$ cat src/rtl/servo_pkg.sv
// Shared constants and helpers for the multi-channel servo PWM generator.
// Latency: n/a (package only).
// Backpressure: n/a.
package servo_pkg;

  // Default timing for a 50 MHz clock: ~3.9 us tick, 1.0 ms minimum pulse, 20 ms frame.
  localparam int DEF_N_CH         = 4;
  localparam int DEF_DW           = 8;
  localparam int DEF_PRESC        = 195;
  localparam int DEF_MIN_TICKS    = 256;
  localparam int DEF_PERIOD_TICKS = 5120;
  localparam int DEF_RESET_POS    = 128;
  localparam int DEF_SLEW_STEP    = 4;

  // Counter width for a modulo-n counter; never less than one bit.
  function automatic int cnt_w(input int n);
    return (n > 1) ? $clog2(n) : 1;
  endfunction

  localparam int DEF_PRESC_W = cnt_w(DEF_PRESC);
  localparam int DEF_FRAME_W = cnt_w(DEF_PERIOD_TICKS);

  typedef logic [DEF_DW-1:0] pos_t;

endpackage

$ cat src/rtl/servo_pwm_channel.sv
// One servo channel: pending/target/active position, slew limiter, enable latch, pulse comparator.
// Latency: pwm_o is registered, one clk behind the shared frame counter.
// Backpressure: none; load and boundary strobes are always accepted.
// Ports: boundary_i/load_i/pend_i strobes from the top, pos_i requested position, en_i enable,
//        slew_en_i rate-limit select, frame_cnt_i shared tick counter, pwm_o servo pulse.
module servo_pwm_channel
  import servo_pkg::*;
#(
  parameter int DW        = DEF_DW,
  parameter int FW        = DEF_FRAME_W,
  parameter int MIN_TICKS = DEF_MIN_TICKS,
  parameter int RESET_POS = DEF_RESET_POS,
  parameter int SLEW_STEP = DEF_SLEW_STEP
) (
  input  logic          clk,
  input  logic          rst_n,
  input  logic          boundary_i,
  input  logic          load_i,
  input  logic          pend_i,
  input  logic [DW-1:0] pos_i,
  input  logic          en_i,
  input  logic          slew_en_i,
  input  logic [FW-1:0] frame_cnt_i,
  output logic          pwm_o
);

  localparam logic [DW-1:0] RST_POS = DW'(RESET_POS);
  localparam logic [DW-1:0] STEP    = DW'(SLEW_STEP);
  localparam logic [FW-1:0] MIN_W   = FW'(MIN_TICKS);

  logic [DW-1:0] pending_q, pending_d;
  logic [DW-1:0] target_q, target_d;
  logic [DW-1:0] active_q, active_d;
  logic          en_lat_q, en_lat_d;
  logic          pwm_q, pwm_d;
  logic [DW-1:0] tgt_new, diff, slewed;

  always_comb begin
    // pend_i is the pre-boundary flag, so a load landing on the boundary cycle
    // leaves the old pending value to be transferred here.
    tgt_new = pend_i ? pending_q : target_q;

    // Move at most STEP toward the target; clamp to the target so it never overshoots
    // and, since active+STEP only happens while target is further away, never wraps.
    if (tgt_new >= active_q) begin
      diff   = tgt_new - active_q;
      slewed = (diff > STEP) ? active_q + STEP : tgt_new;
    end else begin
      diff   = active_q - tgt_new;
      slewed = (diff > STEP) ? active_q - STEP : tgt_new;
    end

    pending_d = load_i ? pos_i : pending_q;
    target_d  = target_q;
    active_d  = active_q;
    en_lat_d  = en_lat_q;
    if (boundary_i) begin
      target_d = tgt_new;
      active_d = slew_en_i ? slewed : tgt_new;
      en_lat_d = en_i;
    end

    // Threshold fits in FW bits because PERIOD_TICKS exceeds MIN_TICKS + 2**DW - 1.
    pwm_d = en_lat_q && (frame_cnt_i < (MIN_W + FW'(active_q)));
  end

  always_ff @(posedge clk or negedge rst_n) begin
    if (!rst_n) begin
      pending_q <= RST_POS;
      target_q  <= RST_POS;
      active_q  <= RST_POS;
      en_lat_q  <= 1'b0;
      pwm_q     <= 1'b0;
    end else begin
      pending_q <= pending_d;
      target_q  <= target_d;
      active_q  <= active_d;
      en_lat_q  <= en_lat_d;
      pwm_q     <= pwm_d;
    end
  end

  assign pwm_o = pwm_q;

endmodule

$ cat src/rtl/servo_pwm_multi.sv
// N-channel servo PWM: shared prescaler and frame counter, frame-synchronous position updates.
// Latency: pwm_o rises one clk after frame_o; loads take effect at the next frame boundary.
// Backpressure: none; load_i is always accepted, later loads in a frame overwrite earlier ones.
// Ports: clk, rst_n (async active-low); pos_i packed positions (ch k at [k*DW +: DW]); load_i
//        capture strobe; en_i per-channel enable; slew_en rate-limit select; pwm_o pulses;
//        frame_o one-cycle frame start; pend_o update waiting for the next boundary.
module servo_pwm_multi
  import servo_pkg::*;
#(
  parameter int N_CH         = DEF_N_CH,
  parameter int DW           = DEF_DW,
  parameter int PRESC        = DEF_PRESC,
  parameter int MIN_TICKS    = DEF_MIN_TICKS,
  parameter int PERIOD_TICKS = DEF_PERIOD_TICKS,
  parameter int RESET_POS    = DEF_RESET_POS,
  parameter int SLEW_STEP    = DEF_SLEW_STEP
) (
  input  logic               clk,
  input  logic               rst_n,
  input  logic [N_CH*DW-1:0] pos_i,
  input  logic               load_i,
  input  logic [N_CH-1:0]    en_i,
  input  logic               slew_en,
  output logic [N_CH-1:0]    pwm_o,
  output logic               frame_o,
  output logic               pend_o
);

  localparam int PW = cnt_w(PRESC);
  localparam int FW = cnt_w(PERIOD_TICKS);
  localparam logic [PW-1:0] PRESC_LAST = PW'(PRESC - 1);
  localparam logic [FW-1:0] FRAME_LAST = FW'(PERIOD_TICKS - 1);

  logic [PW-1:0] presc_q, presc_d;
  logic [FW-1:0] frame_q, frame_d;
  logic          frame_o_q, frame_o_d;
  logic          pend_q, pend_d;
  logic          tick, boundary;

  always_comb begin
    tick     = (presc_q == PRESC_LAST);
    boundary = tick && (frame_q == FRAME_LAST);

    presc_d = tick ? '0 : presc_q + 1'b1;
    frame_d = frame_q;
    if (tick) begin
      frame_d = (frame_q == FRAME_LAST) ? '0 : frame_q + 1'b1;
    end

    frame_o_d = boundary;

    // A load on the boundary cycle wins over the clear: its value waits for the next frame.
    pend_d = pend_q;
    if (boundary) pend_d = 1'b0;
    if (load_i)   pend_d = 1'b1;
  end

  always_ff @(posedge clk or negedge rst_n) begin
    if (!rst_n) begin
      presc_q   <= '0;
      frame_q   <= '0;
      frame_o_q <= 1'b0;
      pend_q    <= 1'b0;
    end else begin
      presc_q   <= presc_d;
      frame_q   <= frame_d;
      frame_o_q <= frame_o_d;
      pend_q    <= pend_d;
    end
  end

  for (genvar k = 0; k < N_CH; k++) begin : g_ch
    servo_pwm_channel #(
      .DW        (DW),
      .FW        (FW),
      .MIN_TICKS (MIN_TICKS),
      .RESET_POS (RESET_POS),
      .SLEW_STEP (SLEW_STEP)
    ) u_ch (
      .clk         (clk),
      .rst_n       (rst_n),
      .boundary_i  (boundary),
      .load_i      (load_i),
      .pend_i      (pend_q),
      .pos_i       (pos_i[k*DW +: DW]),
      .en_i        (en_i[k]),
      .slew_en_i   (slew_en),
      .frame_cnt_i (frame_q),
      .pwm_o       (pwm_o[k])
    );
  end

  assign frame_o = frame_o_q;
  assign pend_o  = pend_q;

endmodule
$ cat config.mk
export PLATFORM = sky130hd
export DESIGN_NAME = servo_pwm_multi
export DESIGN_NICKNAME = d
export VERILOG_FILES = /design/src/rtl/servo_pkg.sv /design/src/rtl/servo_pwm_channel.sv /design/src/rtl/servo_pwm_multi.sv
export SDC_FILE = /design/constraint.sdc
export NUM_CORES = 1
export LEC_CHECK = 0
export CORE_MARGIN = 2
export CORE_UTILIZATION = 33
export CTS_BUF_LIST = sky130_fd_sc_hd__clkbuf_8
export DETAILED_ROUTE_END_ITERATION = 8
export SETUP_SLACK_MARGIN = 0.1
export SLEW_MARGIN = 0
export SYNTH_ARGS = -nofsm -noshare
export SYNTH_HDL_FRONTEND = slang
export SYNTH_HIERARCHICAL = 1
export SYNTH_SLANG_ARGS = --single-unit
$ cat constraint.sdc
create_clock -name clk -period 9.9 [get_ports clk]
set_clock_uncertainty 0.1 [all_clocks]
set_input_delay 1.98 -clock clk [delete_from_list [all_inputs] [get_ports clk]]
set_output_delay 1.98 -clock clk [all_outputs]
set_load 0.1 [all_outputs]
-- Word-level counts from Yosys, hierarchy flattened
Cells that the tools add are included.
W data, S select, Z words.
- RAM bits: 0
- latch bits: 0
- ROM bits: 0
- output and inout bits: 6
- memories: 0
- register bits: 127
- reduce and logical (&&, ||, !) cells: 6
- div/mod/pow operators: 0
- $lt $le $gt $ge: 16
- bitwise operators: 0
- $mul: 0
- shift-type cells: 0
- mux-type cells: 24
- eq/ne operators: 2
- $add $sub $neg: 22
- operator list (operator ; count):
    $mux W8 ; 21
    $gt A8 B3 Y1 const B ; 8
    $sub A8 B8 Y8 ; 8
    $lt A13 B13 Y1 ; 4
    $add A9 B8 Y10 const A ; 4
    $add A8 B3 Y8 const B ; 4
    $ge A8 B8 Y1 ; 4
    $sub A8 B3 Y8 const B ; 4
    $add A13 B1 Y13 const B ; 1
    $eq A13 B13 Y1 const B ; 1
    $mux W13 ; 1
    $add A8 B1 Y8 const B ; 1
    $eq A8 B8 Y1 const B ; 1
    $logic_and A1 B1 Y1 ; 5
    $mux W1 ; 2
    $reduce_bool A2 Y1 ; 1

-- Depth between registers and ports, before layout
- depth after elaboration: 6
- mapped depth: 14
- depth with buffers taken out: 12

-- Hierarchy
Netlist, hierarchy kept.
- by module, submodules not included (module ; area each (sq um) ; sequential area each (sq um) ; times used ; cells each):
    servo_pwm_channel at g_ch[1].u_ch ... ; 2254.7 ; 654.4 ; 2 ; 246
    servo_pwm_channel at g_ch[2].u_ch ; 2393.5 ; 654.4 ; 1 ; 263
    servo_pwm_channel at g_ch[0].u_ch ; 2343.5 ; 654.4 ; 1 ; 254
    servo_pwm_multi ; 1118.6 ; 575.6 ; 1 ; 102

-- Worst setup path before layout
OpenSTA, ideal clock, no wires.
- kind: register -> register
- start: reg pend_q, in the netlist pend_o
- end: reg g_ch[2].u_ch.active_q[0]
- library setup time: 0.080 ns
- data arrival time: 4.016 ns
- period minus slack after synthesis: 4.196 ns
- slack: 5.704 ns
- stages on the path, launching flop included: 14
- data required time: 9.720 ns
- cells stage by stage: dfrtp_1 clkbuf_1 mux2i_1 inv_1 ha_1 fa_1 and2b_4 o221ai_2 mux2_4 a211oi_4 nand4_1 and3_4 nor2b_4 mux2i_1
- longest elaborated chain between the ends: 6
- elaborated cells on any way between the ends: 10
- RTL lines (what ; line ; text):
    start: declaration ; servo_pwm_multi.sv:37 ; logic pend_q, pend_d;
    start signal: assignment ; servo_pwm_multi.sv:68 ; pend_q <= pend_d;
    $mux W8 * ; servo_pwm_channel.sv:41 ; tgt_new = pend_i ? pending_q : target_q;
    net g_ch[2].u_ch.tgt_new[0] ; servo_pwm_channel.sv:36 ; logic [DW-1:0] tgt_new, diff, slewed;
    $sub A8 B8 Y8, on equally long branches ; servo_pwm_channel.sv:49, servo_pwm_channel.sv:46 ;
    $gt A8 B3 Y1, on equally long branches ; servo_pwm_channel.sv:50, servo_pwm_channel.sv:47 ;
    $mux W8, on equally long branches ; servo_pwm_channel.sv:50, servo_pwm_channel.sv:47 ;
    $mux W8 ; servo_pwm_channel.sv:45 ; if (tgt_new >= active_q) begin
    $mux W8 * ; servo_pwm_channel.sv:59 ; active_d = slew_en_i ? slewed : tgt_new;
    end signal: assignment ; servo_pwm_channel.sv:77 ; active_q <= active_d;
    end: declaration ; servo_pwm_channel.sv:33 ; logic [DW-1:0] active_q, active_d;
Mark *: on every way through the listed nets, which the timed path passes. The rest lies on a longest branch.
A chain may end at the register's enable or synchronous reset.

-- Worst setup path in the final report
- start: reg pend_q, in the netlist pend_o
- end: reg g_ch[3].u_ch.active_q[1]
- longest elaborated chain between the ends: 6
- elaborated cells on any way between the ends: 10
- RTL lines (what ; line):
    $mux W8 * ; servo_pwm_channel.sv:41
    net g_ch[3].u_ch.tgt_new[2] ; servo_pwm_channel.sv:36
    $sub A8 B8 Y8, on equally long branches ; servo_pwm_channel.sv:49, servo_pwm_channel.sv:46
    $gt A8 B3 Y1, on equally long branches ; servo_pwm_channel.sv:50, servo_pwm_channel.sv:47
    $mux W8, on equally long branches ; servo_pwm_channel.sv:50, servo_pwm_channel.sv:47
    $mux W8 * ; servo_pwm_channel.sv:45
    $mux W8 * ; servo_pwm_channel.sv:59
    end signal: assignment ; servo_pwm_channel.sv:77
    end: declaration ; servo_pwm_channel.sv:33
Marked as above.

==> flow_summary_export.csv <==
group,metric,value,unit
logic_synthesis,yosys.area.top_type,"sky130_fd_sc_hd__dfrtp_1",
cells_and_area,stdcell_area,11500,µm²
logic_synthesis,synth-compound-area-share,22.6,%
floorplan,dieWidth,181,µm
placement,post_dp_hpwl,18800,µm
routing,drt_first_iter_violations,708,
cts,post_cts_setup_buffers,0,
logic_synthesis,yosys-top-cells-area,"sky130_fd_sc_hd__dfrtp_1, sky130_fd_sc_hd__ha_1, sky130_fd_sc_hd__mux2_2",
logic_synthesis,synthesis.nets,1262,
placement,routabilityCongestion,0.895,
pwr,sequentialPowerShare,39.6,%
cells_and_area,fillCellCount,3146,
logic_synthesis,synth_top_family_by_area,"compound AO/OA/AOI/OAI gates",
floorplan,i_o_pins,46,
logic_synthesis,synth.avg_cell_area,9.33,µm²
cells_and_area,final_util,37.5,%
logic_synthesis,netlist.area_leader.share,27.8,%
logic_synthesis,async_flop_share,100,%
critical_path,start_kind,"register",
global_routing,number_of_global_route_vias_before_repair,7988,
routing,route.vias.total,8521,
sta,hold_slack,0.383,ns
placement,dpl.cell_count,1516,
routing,wl_per_cell,16.7,µm
cts,clock_path_buffers,2,
sta,fraction_of_the_cycle_the_final_worst_path_needs,46.4,%
cts,worstSkewPairLatency,0.47,ns
critical_path,timing.critical_path.required,10.18,ns
routing,vias_per_cell,5.50,
cts,clock_tree.root_cell,"sky130_fd_sc_hd__clkbuf_8",
cells_and_area,layout.cells.most_common_list,"sky130_fd_sc_hd__dfrtp_1, sky130_fd_sc_hd__ha_1, sky130_fd_sc_hd__inv_1",
floorplan,design.core.area,30700,µm²
cts,cts_inserted_buffers,17,
global_routing,grt_pass1_wl,42300,µm
cells_and_area,layout.nets,1290,
sta,max-slew-margin-rel,26.6,%
global_routing,globalRoute.totalOverflow,0,
floorplan,chipHeight,181,µm
cells_and_area,layout.area.seq,3190,µm²
global_routing,globalRouteTotalUtil,15.8,%
logic_synthesis,synth.yosys.warnings,6,
logic_synthesis,synth_enable_flop_cells,0,
routing,finalWirelength,25900,µm
routing,post-route-drc-count,0,
pwr,finalPower,1.37,mW
logic_synthesis,synth_xor_area_share,2.62,%
critical_path,worst_ep_arrival_time,4.88,ns
pwr,total_switching_power,0.449,mW
floorplan,start_util,33.7,%
routing,postRouteAntennaNets,0,
sta,grt_setup_unrepaired,"no",
cts,tritoncts_clock_tree,"yes",
cells_and_area,final-instance-count-excl-fill,1548,
pwr,leakage,5.42,nW
cells_and_area,mostFrequentLayoutCell,"sky130_fd_sc_hd__dfrtp_1",
cells_and_area,drive_above_1_share,12.4,%
global_routing,antenna_violations_before_repair,0,
cts,cts.hold.buffers_added,0,
pwr,comb_power_share,23.2,%
sta,fmaxAchievable,0.218,GHz
logic_synthesis,synth_seq_area_share,30.8,%
pwr,power.density_cell_area,119,nW/µm²
cells_and_area,flow.area_growth_from_synthesis,11.3,%
sta,setup-tns-final,0,ns
sta,setup_slack,5.31,ns
cts,clock_sink_count,127,
logic_synthesis,synthesized_area_fraction_occupied_by_adder_cells,13.7,%
run,timing.max_cap.violations,0,
sta,slew_viol_final,0,
logic_synthesis,synth_top_flop_cell,"sky130_fd_sc_hd__dfrtp_1",
sta,min_period,4.59,ns
cells_and_area,diodes,0,
pwr,ir_drop_worst_vdd,0.0839,mV
sta,number_of_setup_violations_in_the_final_report,0,
placement,portBuffers,45,
cts,ctsResizeCount,0,
critical_path,worst-r2r-setup-slack,5.31,ns
cts,path_clk_slew,0.10,ns
worst_hold_path,worstHoldPathType,"reg -> reg",
cells_and_area,multi_input_area,6610,µm²
placement,post_dp_area,11100,µm²
sta,tightestPinTransition,1.09,ns
pwr,netSwitchingFraction,32.8,%
logic_synthesis,synth.lib_cells_used.distinct,93,
logic_synthesis,synthMuxAreaShare,8.05,%
logic_synthesis,synth_cell_area,10400,µm²
critical_path,cp-end-kind,"register",
critical_path,critical_path_class,"reg -> reg",
floorplan,die_area,32800,µm²
sta,hold_viol_final,0,
logic_synthesis,ys_ff_latch,127,
logic_synthesis,cells_after_synthesis,1111,
placement,post-place-ws,5.36,ns
run_status,status,"finished clean",
logic_synthesis,synth_simple_gate_area_share,16.7,%
global_routing,maximum_number_of_pins_on_one_net_before_global_route_repair,70,
critical_path,crit_path_max_fanout,18,
routing,first_pass_iters,5,
pwr,power.clock.fraction,37.1,%
pwr,intPower,0.921,mW
cts,cts-htree-levels,4,
floorplan,row_count,64,
power groups by stage:
| stage | combinational [mW] | sequential, mW | clock, mW |
|---|---|---|---|
| 2_1_floorplan | 0.244 | 0.549 | 0 |
| 3_3_place_gp | 0.314 | 0.553 | 0 |
| 3_5_place_dp | 0.315 | 0.553 | 0 |
| 4_1_cts | 0.317 | 0.543 | 0.520 |
| 5_1_grt | 0.353 | 0.545 | 0.544 |
| 6_report | 0.318 | 0.543 | 0.509 |
cell families after synthesis:
kind of cell	count (synthesis)
AO/OA/AOI/OAI	318
AND/OR/NAND/NOR	318
buffers and inverters	128
flip-flops	127
adder cells (fa/ha/maj)	111
multiplexers	78
XOR/XNOR	31
registers in the layout, indices dropped and copies added, names as in the netlist:
| register | cells |
|---|---|
| g_ch.u_ch/en_lat_q | 4 |
| g_ch.u_ch/target_q | 32 |
| g_ch.u_ch/pwm_o | 4 |
| frame_o | 1 |
| g_ch.u_ch/active_q | 32 |
| g_ch.u_ch/pending_q | 32 |
| pend_o | 1 |
| presc_q | 8 |
| frame_q | 13 |
final timing paths:
check / start / cells past startpoint / endpoint
worst max-delay path: pend_o / 12 / g_ch[3].u_ch/active_q[1]
worst min-delay path: presc_q[0] / 1 / presc_q[0]
worst max register to register: pend_o / 12 / g_ch[3].u_ch/active_q[1]
worst min register to register: presc_q[0] / 1 / presc_q[0]
max in group asynchronous: rst_n / 2 / pend_o
min in group asynchronous: rst_n / 1 / g_ch[3].u_ch/active_q[5]
cell type report:
class                      instances  area share (%)
clock inverter                    15            1.71
sequential                       127            27.7
tap                              396            4.29
inverter                          88            2.86
clock buffer                      17            2.03
timing repair buffer              49            4.13
multi-input combinational        856            57.3
synthesized netlist by cell type (all sizes together), types with 13 or more instances:
master,count
a21o,41
a21oi,80
a31oi,13
and3,13
buf,19
clkbuf,21
dfrtp,115
ha,107
inv,88
mux2,40
mux2i,38
nand2,56
nand2b,23
nand3,45
nor2,71
nor2b,21
nor3,27
o211ai,13
o21a,19
o21ai,43
o221ai,13
xnor2,19
layer usage:
metal | part of all wire (%) | global-route usage, % | vias up
li1 | - | - | 4133
met5 | 0 | 0 | -
met1 | 49 | 22.6 | 4119
met2 | 45 | 24.3 | 226
met4 | 1.9 | 4.65 | 0
met3 | 4.0 | 2.84 | 43
worst max-delay path: stages (launching register included):
cell	delay (ns)
sky130_fd_sc_hd__dfrtp_2	0.68
sky130_fd_sc_hd__buf_4	0.43
sky130_fd_sc_hd__mux2i_1	0.39
sky130_fd_sc_hd__inv_1	0.14
sky130_fd_sc_hd__ha_1	0.41
sky130_fd_sc_hd__nand2_1	0.08
sky130_fd_sc_hd__a21oi_1	0.29
sky130_fd_sc_hd__o21a_1	0.18
sky130_fd_sc_hd__o211ai_1	0.13
sky130_fd_sc_hd__o41ai_2	0.95
sky130_fd_sc_hd__a21oi_2	0.29
sky130_fd_sc_hd__nor2_4	0.22
sky130_fd_sc_hd__mux2i_1	0.19
Note: power is estimated with default switching activity, not from simulation.
